### src/rtl/snowbro2_pkg.sv
// Shared constants and types for the Snow Bros 2 ROM download loader.
// Region bounds are byte offsets measured from the end of the stream header.
package snowbro2_pkg;

    localparam int unsigned HDR_LEN  = 16;
    localparam int unsigned PRG_END  = 32'h0008_0000;
    localparam int unsigned PCM_END  = 32'h0010_0000;
    localparam int unsigned GFX_END  = 32'h0050_0000;

    localparam int unsigned IOCTL_AW = 26;
    localparam int unsigned IOCTL_DW = 8;
    localparam int unsigned PROG_AW  = 22;
    localparam int unsigned PROG_DW  = 16;
    localparam int unsigned BA_W     = 2;
    localparam int unsigned MASK_W   = 2;

    localparam logic [BA_W-1:0] BA_PRG = 2'd0;
    localparam logic [BA_W-1:0] BA_PCM = 2'd1;
    localparam logic [BA_W-1:0] BA_GFX = 2'd2;

    localparam logic [0:0] ST_IDLE  = 1'b0;
    localparam logic [0:0] ST_WRITE = 1'b1;

    // One SDRAM byte-lane write, as queued and as presented on PROG_*.
    typedef struct packed {
        logic [BA_W-1:0]    ba;
        logic [PROG_AW-1:0] addr;
        logic [PROG_DW-1:0] data;
        logic [MASK_W-1:0]  mask;
    } prog_req_t;

    localparam prog_req_t PROG_REQ_RST = '{ba: BA_PRG, addr: '0, data: '0, mask: 2'b11};

    // Big-endian lanes: even bytes go to the upper half, so the lower lane is masked.
    function automatic logic [MASK_W-1:0] lane_mask(input logic odd);
        return odd ? 2'b10 : 2'b01;
    endfunction

endpackage

### src/rtl/snowbro2_loader_fifo.sv
// Two-entry FIFO of pending SDRAM byte writes between the stream and the write FSM.
// A push into a full FIFO is refused even if a pop happens in the same cycle.
module snowbro2_loader_fifo
    import snowbro2_pkg::*;
(
    input  logic      clk_i,
    input  logic      rst_i,
    input  logic      push_i,
    input  prog_req_t data_i,
    input  logic      pop_i,
    output prog_req_t data_o,
    output logic      full_o,
    output logic      empty_o
);

    localparam logic [1:0] DEPTH = 2'd2;

    prog_req_t  mem_q [2];
    logic       wr_ptr_q;
    logic       rd_ptr_q;
    logic [1:0] count_q;
    logic       do_push;
    logic       do_pop;

    assign full_o  = (count_q == DEPTH);
    assign empty_o = (count_q == 2'd0);
    assign do_push = push_i && !full_o;
    assign do_pop  = pop_i && !empty_o;
    assign data_o  = mem_q[rd_ptr_q];

    // Pointer and occupancy bookkeeping.
    always_ff @(posedge clk_i) begin
        if (rst_i) begin
            wr_ptr_q <= 1'b0;
            rd_ptr_q <= 1'b0;
            count_q  <= 2'd0;
        end else begin
            if (do_push) begin
                wr_ptr_q <= ~wr_ptr_q;
            end
            if (do_pop) begin
                rd_ptr_q <= ~rd_ptr_q;
            end
            case ({do_push, do_pop})
                2'b10:   count_q <= count_q + 2'd1;
                2'b01:   count_q <= count_q - 2'd1;
                default: count_q <= count_q;
            endcase
        end
    end

    // Storage needs no reset; occupancy alone decides what is valid.
    always_ff @(posedge clk_i) begin
        if (do_push) begin
            mem_q[wr_ptr_q] <= data_i;
        end
    end

endmodule

### src/rtl/snowbro2_prog_loader.sv
// Converts the ioctl ROM byte stream into banked 16-bit SDRAM lane writes,
// buffering up to two bytes while the SDRAM controller completes a write.
module snowbro2_prog_loader #(
    parameter int unsigned HDR_LEN = snowbro2_pkg::HDR_LEN,
    parameter int unsigned PRG_END = snowbro2_pkg::PRG_END,
    parameter int unsigned PCM_END = snowbro2_pkg::PCM_END,
    parameter int unsigned GFX_END = snowbro2_pkg::GFX_END
) (
    input  logic                                 CLK,
    input  logic                                 RESET,
    input  logic                                 DOWNLOADING,
    input  logic [snowbro2_pkg::IOCTL_AW-1:0]    IOCTL_ADDR,
    input  logic [snowbro2_pkg::IOCTL_DW-1:0]    IOCTL_DOUT,
    input  logic                                 IOCTL_WR,
    output logic [snowbro2_pkg::PROG_AW-1:0]     PROG_ADDR,
    output logic [snowbro2_pkg::PROG_DW-1:0]     PROG_DATA,
    output logic [snowbro2_pkg::MASK_W-1:0]      PROG_MASK,
    output logic [snowbro2_pkg::BA_W-1:0]        PROG_BA,
    output logic                                 PROG_WE,
    input  logic                                 PROG_RDY,
    output logic                                 DWNLD_BUSY,
    output logic [7:0]                           GAME,
    output logic                                 OVERFLOW
);

    import snowbro2_pkg::*;

    localparam logic [IOCTL_AW-1:0] HDR_W = IOCTL_AW'(HDR_LEN);
    localparam logic [IOCTL_AW-1:0] PRG_W = IOCTL_AW'(PRG_END);
    localparam logic [IOCTL_AW-1:0] PCM_W = IOCTL_AW'(PCM_END);
    localparam logic [IOCTL_AW-1:0] GFX_W = IOCTL_AW'(GFX_END);

    logic [IOCTL_AW-1:0] off_c;
    logic [IOCTL_AW-1:0] rel_c;
    logic                keep_c;
    logic                strobe_c;
    logic                push_c;
    logic                pop_c;
    prog_req_t           req_c;

    prog_req_t           fifo_head;
    logic                fifo_full;
    logic                fifo_empty;

    logic [0:0]          state_q, state_d;
    logic                prog_we_q, prog_we_d;
    prog_req_t           prog_q, prog_d;
    logic [7:0]          game_q;
    logic                overflow_q;
    logic                dl_q;

    assign strobe_c = DOWNLOADING && IOCTL_WR;

    // Region decoder: header bytes and anything past the GFX region are not written.
    always_comb begin
        off_c  = IOCTL_ADDR - HDR_W;
        rel_c  = off_c;
        keep_c = 1'b1;
        req_c  = PROG_REQ_RST;
        if (off_c < PRG_W) begin
            req_c.ba = BA_PRG;
        end else if (off_c < PCM_W) begin
            req_c.ba = BA_PCM;
            rel_c    = off_c - PRG_W;
        end else if (off_c < GFX_W) begin
            req_c.ba = BA_GFX;
            rel_c    = off_c - PCM_W;
        end else begin
            keep_c = 1'b0;
        end
        if (IOCTL_ADDR < HDR_W) begin
            keep_c = 1'b0;
        end
        req_c.addr = PROG_AW'(rel_c >> 1);
        req_c.data = {IOCTL_DOUT, IOCTL_DOUT};
        req_c.mask = lane_mask(off_c[0]);
    end

    assign push_c = strobe_c && keep_c;

    snowbro2_loader_fifo u_fifo (
        .clk_i   (CLK),
        .rst_i   (RESET),
        .push_i  (push_c),
        .data_i  (req_c),
        .pop_i   (pop_c),
        .data_o  (fifo_head),
        .full_o  (fifo_full),
        .empty_o (fifo_empty)
    );

    // Write FSM: present one queued byte and hold it until the controller acknowledges.
    always_comb begin
        state_d   = state_q;
        prog_we_d = prog_we_q;
        prog_d    = prog_q;
        pop_c     = 1'b0;
        case (state_q)
            ST_IDLE: begin
                if (!fifo_empty) begin
                    pop_c     = 1'b1;
                    prog_d    = fifo_head;
                    prog_we_d = 1'b1;
                    state_d   = ST_WRITE;
                end
            end
            ST_WRITE: begin
                if (PROG_RDY) begin
                    prog_we_d = 1'b0;
                    state_d   = ST_IDLE;
                end
            end
            default: begin
                prog_we_d = 1'b0;
                state_d   = ST_IDLE;
            end
        endcase
    end

    always_ff @(posedge CLK) begin
        if (RESET) begin
            state_q   <= ST_IDLE;
            prog_we_q <= 1'b0;
            prog_q    <= PROG_REQ_RST;
        end else begin
            state_q   <= state_d;
            prog_we_q <= prog_we_d;
            prog_q    <= prog_d;
        end
    end

    // Game id capture and sticky drop flag; a new download clears the flag.
    always_ff @(posedge CLK) begin
        if (RESET) begin
            game_q     <= 8'h00;
            overflow_q <= 1'b0;
            dl_q       <= 1'b0;
        end else begin
            dl_q <= DOWNLOADING;
            if (strobe_c && (IOCTL_ADDR == '0)) begin
                game_q <= IOCTL_DOUT;
            end
            if (DOWNLOADING && !dl_q) begin
                overflow_q <= 1'b0;
            end
            if (push_c && fifo_full) begin
                overflow_q <= 1'b1;
            end
        end
    end

    assign PROG_WE    = prog_we_q;
    assign PROG_ADDR  = prog_q.addr;
    assign PROG_DATA  = prog_q.data;
    assign PROG_MASK  = prog_q.mask;
    assign PROG_BA    = prog_q.ba;
    assign GAME       = game_q;
    assign OVERFLOW   = overflow_q;
    assign DWNLD_BUSY = DOWNLOADING || !fifo_empty || (state_q == ST_WRITE);

endmodule

### config.mk
export PLATFORM = sky130hd
export DESIGN_NAME = snowbro2_prog_loader
export DESIGN_NICKNAME = d
export VERILOG_FILES = /design/src/rtl/snowbro2_pkg.sv /design/src/rtl/snowbro2_loader_fifo.sv /design/src/rtl/snowbro2_prog_loader.sv
export SDC_FILE = /design/constraint.sdc
export NUM_CORES = 1
export LEC_CHECK = 0
export ABC_AREA = 1
export CORE_AREA = 2 2 84 126
export DETAILED_ROUTE_END_ITERATION = 7
export DIE_AREA = 0 0 86 128
export GPL_ROUTABILITY_DRIVEN = 0
export PLACE_DENSITY_LB_ADDON = 0.1
export SETUP_SLACK_MARGIN = 0.3
export SLEW_MARGIN = 20
export SYNTH_ARGS = -nofsm -noshare
export SYNTH_HDL_FRONTEND = slang
export SYNTH_SLANG_ARGS = --single-unit
### constraint.sdc
create_clock -name CLK -period 6.25 [get_ports CLK]
set_clock_uncertainty 0.1 [all_clocks]
set_input_delay 0.9375 -clock CLK [delete_from_list [all_inputs] [get_ports CLK]]
set_output_delay 0.9375 -clock CLK [all_outputs]
set_load 0.05 [all_outputs]
### Word-level counts from Yosys, hierarchy flattened

Memories as Yosys holds them, arrays and structs flattened. A register that Yosys moved wholly into a read port is not among the register bits.
Cells that the tools add are included.

* memories: 1
* bits in registers: 16
* RAM bits: 84
* output and inout bits: 53
* word-level logic and storage cells: 68

Memory list
* u_fifo.mem_q: words 2, bits a word 42, read ports 1, clocked after Yosys merged registers in 1, wr ports 1, line snowbro2_loader_fifo.sv:18 `prog_req_t mem_q [2];`

* equality and inequality tests: 5
* reductions and logical operators: 18
* $lt $le $gt $ge: 4
* bitwise gates (word level): 4
* add/subtract/negate cells: 5
* multiplexer cells: 23

Operators with widths (number)
* $mux W23: 3
* $logic_not A26 Y1: 1
* $lt A26 B20 Y1 const B: 1
* $lt A26 B21 Y1 const B: 1
* $lt A26 B23 Y1 const B: 1
* $lt A26 B5 Y1 const B: 1
* $sub A26 B5 Y26 const B: 1
* $sub A23 B20 Y23 const B: 1
* $sub A23 B21 Y23 const B: 1
* $mux W1: 13
* $mux W2: 4
* $logic_and A1 B1 Y1: 7
* $eq A2 B2 Y1 const B: 2
* $ne A2 B2 Y1 const B: 2
* $not A1 Y1: 4
* $pmux W1 S2: 2
* $pmux W2 S2: 1
* $reduce_and A2 Y1: 2
* $reduce_bool A2 Y1: 2
* $logic_not A1 Y1: 3
* $add A2 B1 Y2 const B: 1
* $eq A2 B1 Y1 const B: 1
* $logic_not A2 Y1: 1
* $logic_or A1 B1 Y1: 2
* $sub A2 B1 Y2 const B: 1

### Logic depth before layout (Yosys ltp)

Gate-level depths: netlist of run 1.

* word-level depth: 10
* mapped depth: 18

### Cells and area by module

From an unflattened synthesis of run 1, not the netlist that was laid out.

* cell total of the unflattened synthesis: 580
* area total of the unflattened synthesis: 6422.4 µm²

By module, submodules not included
* snowbro2_loader_fifo: area an instance 3482.1 µm², cells each 171, sequential area each 2622.5 µm², instances 1
* snowbro2_prog_loader: area an instance 2940.3 µm², cells each 409, sequential area each 1081.0 µm², instances 1

### Worst setup path before layout of run 1

Ideal clock, no wire load.

* path type: input to register
* start point: input IOCTL_ADDR[4] (netlist name)
* end point: memory u_fifo.mem_q[0][0] (netlist name) (enable)
* setup slack: 1723 ps
* arrival time: 4002 ps
* stages on the path: 13
* data required time: 5725 ps
* library setup time: 425 ps
* path buffers: 0
* path through: inv_1 ha_1 nand2_1 nor2_1 nand2_1 nor2_1 xor2_1 inv_1 ha_1 inv_1 nand3_1 nand4_4 nor2_1

* cells in the longest elaborated chain, start to end: 10
* elaborated cells between the ends (all ways): 13

RTL lines
* start: declaration: line snowbro2_prog_loader.sv:12 `input logic [snowbro2_pkg::IOCTL_AW-1:0] IOCTL_ADDR,`
* $sub A26 B5 Y26: line snowbro2_prog_loader.sv:56 `off_c = IOCTL_ADDR - HDR_W;`
* $lt A26 B23 Y1: line snowbro2_prog_loader.sv:65 `end else if (off_c < GFX_W) begin`
* $mux W1: line snowbro2_prog_loader.sv:65
* $mux W1: line snowbro2_prog_loader.sv:62 `end else if (off_c < PCM_W) begin`
* $mux W1: line snowbro2_prog_loader.sv:60 `if (off_c < PRG_W) begin`
* $mux W1 (*): line snowbro2_prog_loader.sv:71 `if (IOCTL_ADDR < HDR_W) begin`
* $logic_and A1 B1 Y1 (*): line snowbro2_prog_loader.sv:79 `assign push_c = strobe_c && keep_c;`
* $logic_and A1 B1 Y1 (*): line snowbro2_loader_fifo.sv:27 `assign do_push = push_i && !full_o;`
* $mux W1 (*): line snowbro2_loader_fifo.sv:54 `if (do_push) begin`
* $mux W1 (implied by the code) (*): line snowbro2_loader_fifo.sv:55 `mem_q[wr_ptr_q] <= data_i;`
* end: declaration: line snowbro2_loader_fifo.sv:18

Mark *: on every way between the ends. The rest lies on a longest branch, timed or not.

### Final worst setup path of run 1

* start point: input IOCTL_ADDR[4] (netlist name)
* end point: memory u_fifo.mem_q[1][23] (netlist name) (enable)

* cells in the longest elaborated chain, start to end: 10
* elaborated cells between the ends (all ways): 13

RTL lines
* $sub A26 B5 Y26 (*): line snowbro2_prog_loader.sv:56
* named net off_c[4]: line snowbro2_prog_loader.sv:33 `logic [IOCTL_AW-1:0] off_c;`
* $lt A26 B23 Y1: line snowbro2_prog_loader.sv:65
* $mux W1: line snowbro2_prog_loader.sv:65
* $mux W1: line snowbro2_prog_loader.sv:62
* $mux W1 (*): line snowbro2_prog_loader.sv:60
* $mux W1 (*): line snowbro2_prog_loader.sv:71
* $logic_and A1 B1 Y1 (*): line snowbro2_prog_loader.sv:79
* $logic_and A1 B1 Y1 (*): line snowbro2_loader_fifo.sv:27
* $mux W1 (*): line snowbro2_loader_fifo.sv:54
* $mux W1 (implied by the code) (*): line snowbro2_loader_fifo.sv:55

The timed path passes the listed nets; every way through them passes the cells marked *.

==> results of run 1 <==
routing by layer:
metal,part of all wire (%),up-vias,track usage (%)
li1,-,1881,-
met1,40,1786,22.85
met2,54,98,39.72
met3,4.0,13,5.602
met4,2.0,0,9.057
met5,0,-,0
power by group through the flow:
stage	clock network (mW)	registers [mW]	logic [mW]
2_1_floorplan	0	1.10	0.288
3_3_place_gp	0	0.938	0.644
3_5_place_dp	0	0.941	0.655
4_1_cts	1.06	0.927	0.659
5_1_grt	1.10	0.934	0.706
6_report	1.05	0.927	0.657
final cells by class:
cell class / instances / area share, %
Sequential cell: 118 / 45.82
Multi-Input combinational cell: 314 / 25.79
Timing Repair Buffer: 94 / 14.05
Clock buffer: 23 / 7.046
Clock inverter: 9 / 2.600
Inverter: 44 / 2.487
Tap cell: 117 / 2.204
critical path: stages:
cell and delay (ps):
sky130_fd_sc_hd__clkdlybuf4s50_1 420, sky130_fd_sc_hd__inv_1 160, sky130_fd_sc_hd__ha_1 270, sky130_fd_sc_hd__nand2_1 90, sky130_fd_sc_hd__nor2_1 240, sky130_fd_sc_hd__nand2_1 140
sky130_fd_sc_hd__nor2_1 130, sky130_fd_sc_hd__xor2_1 110, sky130_fd_sc_hd__inv_1 110, sky130_fd_sc_hd__ha_1 300, sky130_fd_sc_hd__nor2_1 100, sky130_fd_sc_hd__nor2_2 210
sky130_fd_sc_hd__nand4_1 130, sky130_fd_sc_hd__inv_1 530, sky130_fd_sc_hd__buf_4 400
how the worst max path moves through the flow:
stage,startpoint,to,slack [ps],depth (start not counted)
after floorplan,IOCTL_ADDR[4],u_fifo.mem_q[0][0],1720,13
after global placement,IOCTL_ADDR[4],u_fifo.mem_q[1][29],1670,15
after detailed placement,IOCTL_ADDR[4],u_fifo.mem_q[1][29],1510,15
after CTS,IOCTL_ADDR[4],u_fifo.mem_q[1][26],1930,15
after global routing,IOCTL_ADDR[4],u_fifo.mem_q[1][23],1620,15
final,IOCTL_ADDR[4],u_fifo.mem_q[1][23],1940,15
state kept, by name, summed over array words and instances (netlist names):
| register | count |
|---|---|
| GAME | 8 |
| state_q | 1 |
| OVERFLOW | 1 |
| u_fifo.wr_ptr_q | 1 |
| PROG_DATA | 8 |
| PROG_ADDR | 22 |
| u_fifo.mem_q | 68 |
| PROG_WE | 1 |
| PROG_MASK | 2 |
| PROG_BA | 2 |
| dl_q | 1 |
| u_fifo.rd_ptr_q | 1 |
| u_fifo.count_q | 2 |
per-stage QoR:
step / area, sq um / power (mW) / worst slack, ps / util [%] / hold slack, ps
5_1_grt: 6641 / 2.737 / 1617 / 66.64 / 395.2
6_report: 6641 / 2.635 / 1936 / 66.64 / 365.5
4_1_cts: 6641 / 2.647 / 1931 / 66.64 / 371.4
3_3_place_gp: 6001 / 1.582 / 1674 / 60.21 / 353.2
2_1_floorplan: 5059 / 1.389 / 1723 / - / 343.1
3_5_place_dp: 6001 / 1.596 / 1505 / 60.21 / 360.1
cells by family (layout without fill, tap and decap cells):
family	after synthesis	count (layout)
buffers and inverters	73	170
AOI/OAI and AO/OA	85	85
DFF	118	118
adders and majority gates	5	5
and+or+nand+nor	210	210
xor gates and xnor gates	14	14
synth_stat cells, drive strengths merged:
| cell | number |
|---|---|
| nand2 | 115 |
| xnor2 | 5 |
| o311ai | 2 |
| nor4 | 1 |
| clkbuf | 17 |
| a21oi | 5 |
| ha | 5 |
| and3 | 1 |
| inv | 43 |
| buf | 12 |
| nor2 | 63 |
| nand4 | 10 |
| nand3 | 17 |
| nor3 | 3 |
| clkinv | 1 |
| o21ai | 38 |
| a211oi | 8 |
| a31oi | 32 |
| xor2 | 9 |
| dfxtp | 50 |
| edfxtp | 68 |
==> load_flow_metrics.sql, run 1 <==
INSERT INTO impl_metrics (metric_group, metric, value, unit) VALUES
('floorplanning', 'fp-row-count', '45', ''),
('min_path', 'hold_end', 'PROG_WE', ''),
('sta', 'fmax', '0.2318', 'GHz'),
('routing', 'detail_route.drc_violations', '0', ''),
('floorplanning', 'initial_core_util', '50.76', '%'),
('floorplanning', 'dieHeight', '128', 'um'),
('critical_path', 'r2r_setup_slack', '3950', 'ps'),
('yosys', 'synth-adder-area-share', '1.237', '%'),
('cells_and_area', 'area_growth', '31.29', '%'),
('global_routing', 'wire_length_of_the_first_global_routing_pass', '18150', 'um'),
('power_and_ir_drop', 'vdd.ir_drop.worst', '0.2043', 'mV'),
('placed_design', 'port-buffer-count', '91', ''),
('power_and_ir_drop', 'pwr_density_cell', '396.7', 'nW/um^2'),
('power_and_ir_drop', 'combPwrFrac', '24.9', '%'),
('floorplanning', 'core_area', '9966', 'sq um'),
('routing', 'drt_first_iter_violations', '256', ''),
('floorplanning', 'boundaryPins', '92', ''),
('yosys', 'synth.net_count', '549', ''),
('yosys', 'post_synth_design_cell_area', '5059', 'sq um'),
('critical_path', 'element_type_at_the_critical_path_start', 'input pin', ''),
('clock_tree', 'numCtsBuffers', '17', ''),
('critical_path', 'worst_r2r_startpoint', 'u_fifo.count_q[0]', ''),
('power_and_ir_drop', 'power.share.sequential', '35.2', '%'),
('yosys', 'synth_seq_area_share', '60.15', '%'),
('yosys', 'compound_gate_portion_of_the_synthesized_area', '9.745', '%'),
('yosys', 'yosys_warnings', '0', ''),
('power_and_ir_drop', 'netSwitchingFraction', '31.06', '%'),
('placed_design', 'numPlacedInstances', '687', ''),
('clock_tree', 'cts_hold_repair.buffers', '0', ''),
('routing', 'routed-via-count', '3778', ''),
('routing', 'vias_per_cell', '5.255', ''),
('yosys', 'synth_simple_gate_area_share', '20.16', '%'),
('cells_and_area', 'area.sequential', '3043', 'sq um'),
('sta', 'finalMaxSlewViolations', '0', ''),
('sta', 'finalHoldViolations', '0', ''),
('critical_path', 'cp.required', '6230', 'ps'),
('outcome', 'status', 'finished clean', ''),
('clock_tree', 'post-cts-setup-buffers', '0', ''),
('min_path', 'min-delay-path-class', 'reg -> reg', ''),
('sta', 'report.final.setup_viol', '0', ''),
('placed_design', 'hpwl', '7335', 'um'),
('global_routing', 'largest_net_degree_at_the_start_of_global_routing', '70', ''),
('floorplanning', 'die_area', '11010', 'sq um'),
('min_path', 'hp-start', 'PROG_WE', ''),
('critical_path', 'worstPathArrival', '4300', 'ps'),
('yosys', 'synth_area_leader_cell', 'sky130_fd_sc_hd__edfxtp_1', ''),
('yosys', 'yosys.area_share.xor_xnor', '2.424', '%'),
('sta', 'period_needed', '4314', 'ps'),
('yosys', 'unique_cell_type_count_in_the_yosys_netlist', '32', ''),
('clock_tree', 'cts-resized-gates', '0', ''),
('routing', 'final_antenna_net_count', '0', ''),
('global_routing', 'antenna_found_initial', '0', ''),
('clock_tree', 'clock_tree.buffer_depth', '2', ''),
('yosys', 'synth.ff_latch_count', '118', ''),
('sta', 'final_min_period_over_clock_period', '69.03', '%'),
('cells_and_area', 'layout_common_cells', 'sky130_fd_sc_hd__nand2_1 (103), sky130_fd_sc_hd__clkdlybuf4s50_1 (91), sky130_fd_sc_hd__edfxtp_1 (68)', ''),
('critical_path', 'worstSetupPathType', 'in -> reg', ''),
('clock_tree', 'clk_latency', '400', 'ps'),
('min_path', 'min_delay_path_depth', '2', ''),
('power_and_ir_drop', 'power.static_leakage', '2.532', 'nW'),
('routing', 'drt-pass1-iter-count', '4', ''),
('floorplanning', 'die_w', '86', 'um'),
('yosys', 'synth_area_leaders', 'sky130_fd_sc_hd__edfxtp_1 (40%), sky130_fd_sc_hd__dfxtp_1 (20%), sky130_fd_sc_hd__nand2_1 (7.6%)', ''),
('yosys', 'synthCells', '505', ''),
('yosys', 'synth.mux.area_fraction', '0', '%'),
('clock_tree', 'cts_sinks', '118', ''),
('sta', 'max_transition_margin', '31.19', '%'),
('routing', 'routedWlPerCell', '15.53', 'um'),
('power_and_ir_drop', 'power.net_switching', '0.8185', 'mW'),
('cells_and_area', 'instances_no_fill', '719', ''),
('cells_and_area', 'multiInputGateArea', '1713', 'sq um');
Note: power is estimated with default switching activity, not from simulation.
==> run 2: changes to the inputs <==
clock period = 4.5 ns   (was 6.25 ns; I/O delays follow)
==> load_flow_metrics.sql, run 2 (synthesis results as in run 1) <==
INSERT INTO impl_metrics (metric_group, metric, value, unit) VALUES
('cells_and_area', 'insertedDiodeCount', '0', ''),
('floorplanning', 'die_area', '11010', 'sq um'),
('cells_and_area', 'drive_gt1_share', '12.23', '%'),
('critical_path', 'reg2reg_depth', '5', ''),
('flow_run', 'cap_violations', '0', ''),
('min_path', 'min-delay-path-class', 'reg -> reg', ''),
('critical_path', 'worstPathArrival', '3960', 'ps'),
('critical_path', 'cp.required', '4740', 'ps'),
('routing', 'routedWlPerCell', '15.81', 'um'),
('floorplanning', 'initial_core_util', '50.76', '%'),
('power_and_ir_drop', 'vdd.ir_drop.worst', '0.3406', 'mV'),
('clock_tree', 'post-cts-setup-buffers', '0', ''),
('min_path', 'min_delay_path_depth', '1', ''),
('sta', 'report.final.setup_viol', '0', ''),
('global_routing', 'grt_pass1_vias', '3915', ''),
('placed_design', 'port-buffer-count', '91', ''),
('placed_design', 'hpwl', '7660', 'um'),
('critical_path', 'r2r_setup_slack', '2360', 'ps'),
('routing', 'wl_final', '11410', 'um'),
('power_and_ir_drop', 'pwr_density_cell', '545.4', 'nW/um^2'),
('critical_path', 'critical_path.reg2reg.endpoint', 'PROG_DATA[14]', ''),
('power_and_ir_drop', 'power.static_leakage', '2.550', 'nW'),
('global_routing', 'antenna_found_initial', '0', ''),
('sta', 'final_min_period_over_clock_period', '82.74', '%'),
('global_routing', 'wire_length_of_the_first_global_routing_pass', '18440', 'um'),
('sta', 'timing_worst_slew_pin_value', '1114', 'ps'),
('routing', 'detail_route.drc_violations', '0', ''),
('global_routing', 'grt_overflow', '0', ''),
('sta', 'finalMaxSlewViolations', '0', ''),
('cells_and_area', 'largest_register_ff_count', '68', ''),
('cells_and_area', 'fin_nets', '636', ''),
('critical_path', 'worst_r2r_startpoint', 'u_fifo.count_q[0]', ''),
('placed_design', 'numPlacedInstances', '690', ''),
('floorplanning', 'boundaryPins', '92', ''),
('min_path', 'hp-start', 'u_fifo.count_q[1]', ''),
('routing', 'drt_first_iter_violations', '132', ''),
('clock_tree', 'cts_tree', 'yes', ''),
('min_path', 'hold_end', 'u_fifo.count_q[1]', ''),
('floorplanning', 'fp-row-count', '45', ''),
('clock_tree', 'cts_hold_repair.buffers', '0', ''),
('cells_and_area', 'fill_cells', '777', ''),
('floorplanning', 'die_w', '86', 'um'),
('floorplanning', 'dieHeight', '128', 'um'),
('sta', 'totalNegativeSetupSlack', '0', 'ps'),
('floorplanning', 'core_area', '9966', 'sq um'),
('critical_path', 'element_type_at_the_critical_path_start', 'input pin', ''),
('sta', 'fmax', '0.2686', 'GHz'),
('clock_tree', 'htree_num_levels', '4', ''),
('outcome', 'status', 'finished clean', ''),
('clock_tree', 'clock_tree.buffer_depth', '2', ''),
('sta', 'final.hold.worst_slack', '378.9', 'ps'),
('clock_tree', 'cts_sinks', '118', ''),
('cells_and_area', 'area_growth', '32.01', '%'),
('routing', 'routed-via-count', '3877', ''),
('clock_tree', 'numCtsBuffers', '17', ''),
('sta', 'period_needed', '3723', 'ps'),
('cells_and_area', 'top_reg_by_flops', 'u_fifo.mem_q', ''),
('routing', 'drt-pass1-iter-count', '6', ''),
('clock_tree', 'cts-resized-gates', '0', ''),
('cells_and_area', 'layout_common_cells', 'sky130_fd_sc_hd__nand2_1 (103), sky130_fd_sc_hd__clkdlybuf4s50_1 (91), sky130_fd_sc_hd__edfxtp_1 (68)', ''),
('critical_path', 'worstSetupPathType', 'in -> reg', ''),
('critical_path', 'timing.critical_path.fanout_max', '6', ''),
('sta', 'max_transition_margin', '25.64', '%'),
('cells_and_area', 'instances_no_fill', '722', ''),
('clock_tree', 'clk_pin_slew_worst_paths', '50', 'ps'),
('global_routing', 'largest_net_degree_at_the_start_of_global_routing', '49', ''),
('routing', 'vias_per_cell', '5.370', ''),
('routing', 'final_antenna_net_count', '0', ''),
('critical_path', 'crit_path_end_kind', 'flop', ''),
('clock_tree', 'clk_tree_root_cell', 'sky130_fd_sc_hd__clkbuf_16', ''),
('global_routing', 'globalRouteTotalUtil', '22.21', '%'),
('clock_tree', 'clk_latency', '420', 'ps'),
('sta', 'finalHoldViolations', '0', ''),
('cells_and_area', 'final_common_cell', 'sky130_fd_sc_hd__nand2_1', ''),
('sta', 'grt_setup_unrepaired', 'no', ''),
('power_and_ir_drop', 'total_power', '3.642', 'mW'),
('critical_path', 'critPathLaunch', 'IOCTL_ADDR[4]', '');
run 2: worst max-delay path, cell delays in order:
cell                              delay, ps
sky130_fd_sc_hd__clkdlybuf4s50_1        400
sky130_fd_sc_hd__inv_1                  150
sky130_fd_sc_hd__ha_1                   290
sky130_fd_sc_hd__nand2_1                 90
sky130_fd_sc_hd__nor2_1                 250
sky130_fd_sc_hd__nand2_1                140
sky130_fd_sc_hd__nor2_1                 130
sky130_fd_sc_hd__xor2_1                 230
sky130_fd_sc_hd__inv_1                  120
sky130_fd_sc_hd__ha_1                   280
sky130_fd_sc_hd__inv_1                  100
sky130_fd_sc_hd__nand3_1                170
sky130_fd_sc_hd__nand4_4                180
sky130_fd_sc_hd__ha_1                   240
sky130_fd_sc_hd__inv_1                   90
sky130_fd_sc_hd__nand2_1                 50
sky130_fd_sc_hd__nor2_1                 110
sky130_fd_sc_hd__o21ai_0                 80
sky130_fd_sc_hd__a21oi_1                160
run 2: power by group:
group	switching, mW	internal [mW]	leakage (nW)
clock	0.470	0.968	0.310
sequential	0.0569	1.23	1.02
combinational	0.635	0.281	1.22
total	1.16	2.48	2.55
run 2: final cells by class:
type | count | area (sq um) | share of cell area [%]
sequential | 118 | 3043 | 45.57
multi-input combinational | 314 | 1713 | 25.65
timing repair buffer | 97 | 968.4 | 14.50
clock buffer | 20 | 466.7 | 6.989
clock inverter | 12 | 175.2 | 2.623
inverter | 44 | 165.2 | 2.473
tap | 117 | 146.4 | 2.192
run 2: metrics by stage:
| stage | setup slack (ps) | instance area [sq um] | utilization (%) |
|---|---|---|---|
| finish | 776.6 | 6678 | 67.01 |
| global route | 462.3 | 6678 | 67.01 |
| CTS | 799.9 | 6678 | 67.01 |
| detailed placement | 390.2 | 6036 | 60.57 |
| global placement | 526.9 | 6036 | 60.57 |
| floorplan | 800.7 | 5061 | - |
run 2: worst max-delay path by stage:
stage                         endpoint  slack (ps)  cells past startpoint
floorplan           u_fifo.mem_q[0][0]         800                     13
global placement     u_fifo.count_q[1]         530                     19
finish               u_fifo.count_q[1]         780                     19
detailed placement   u_fifo.count_q[1]         390                     19
global route         u_fifo.count_q[1]         460                     19
CTS                  u_fifo.count_q[1]         800                     19
run 2: layer usage:
metal	up-vias	global-route usage, %	routed length (um)
met4	0	10.55	298
met5	-	0	0
met3	21	6.632	491
met1	1847	22.90	4260
met2	113	40.31	6362
li1	1896	-	-
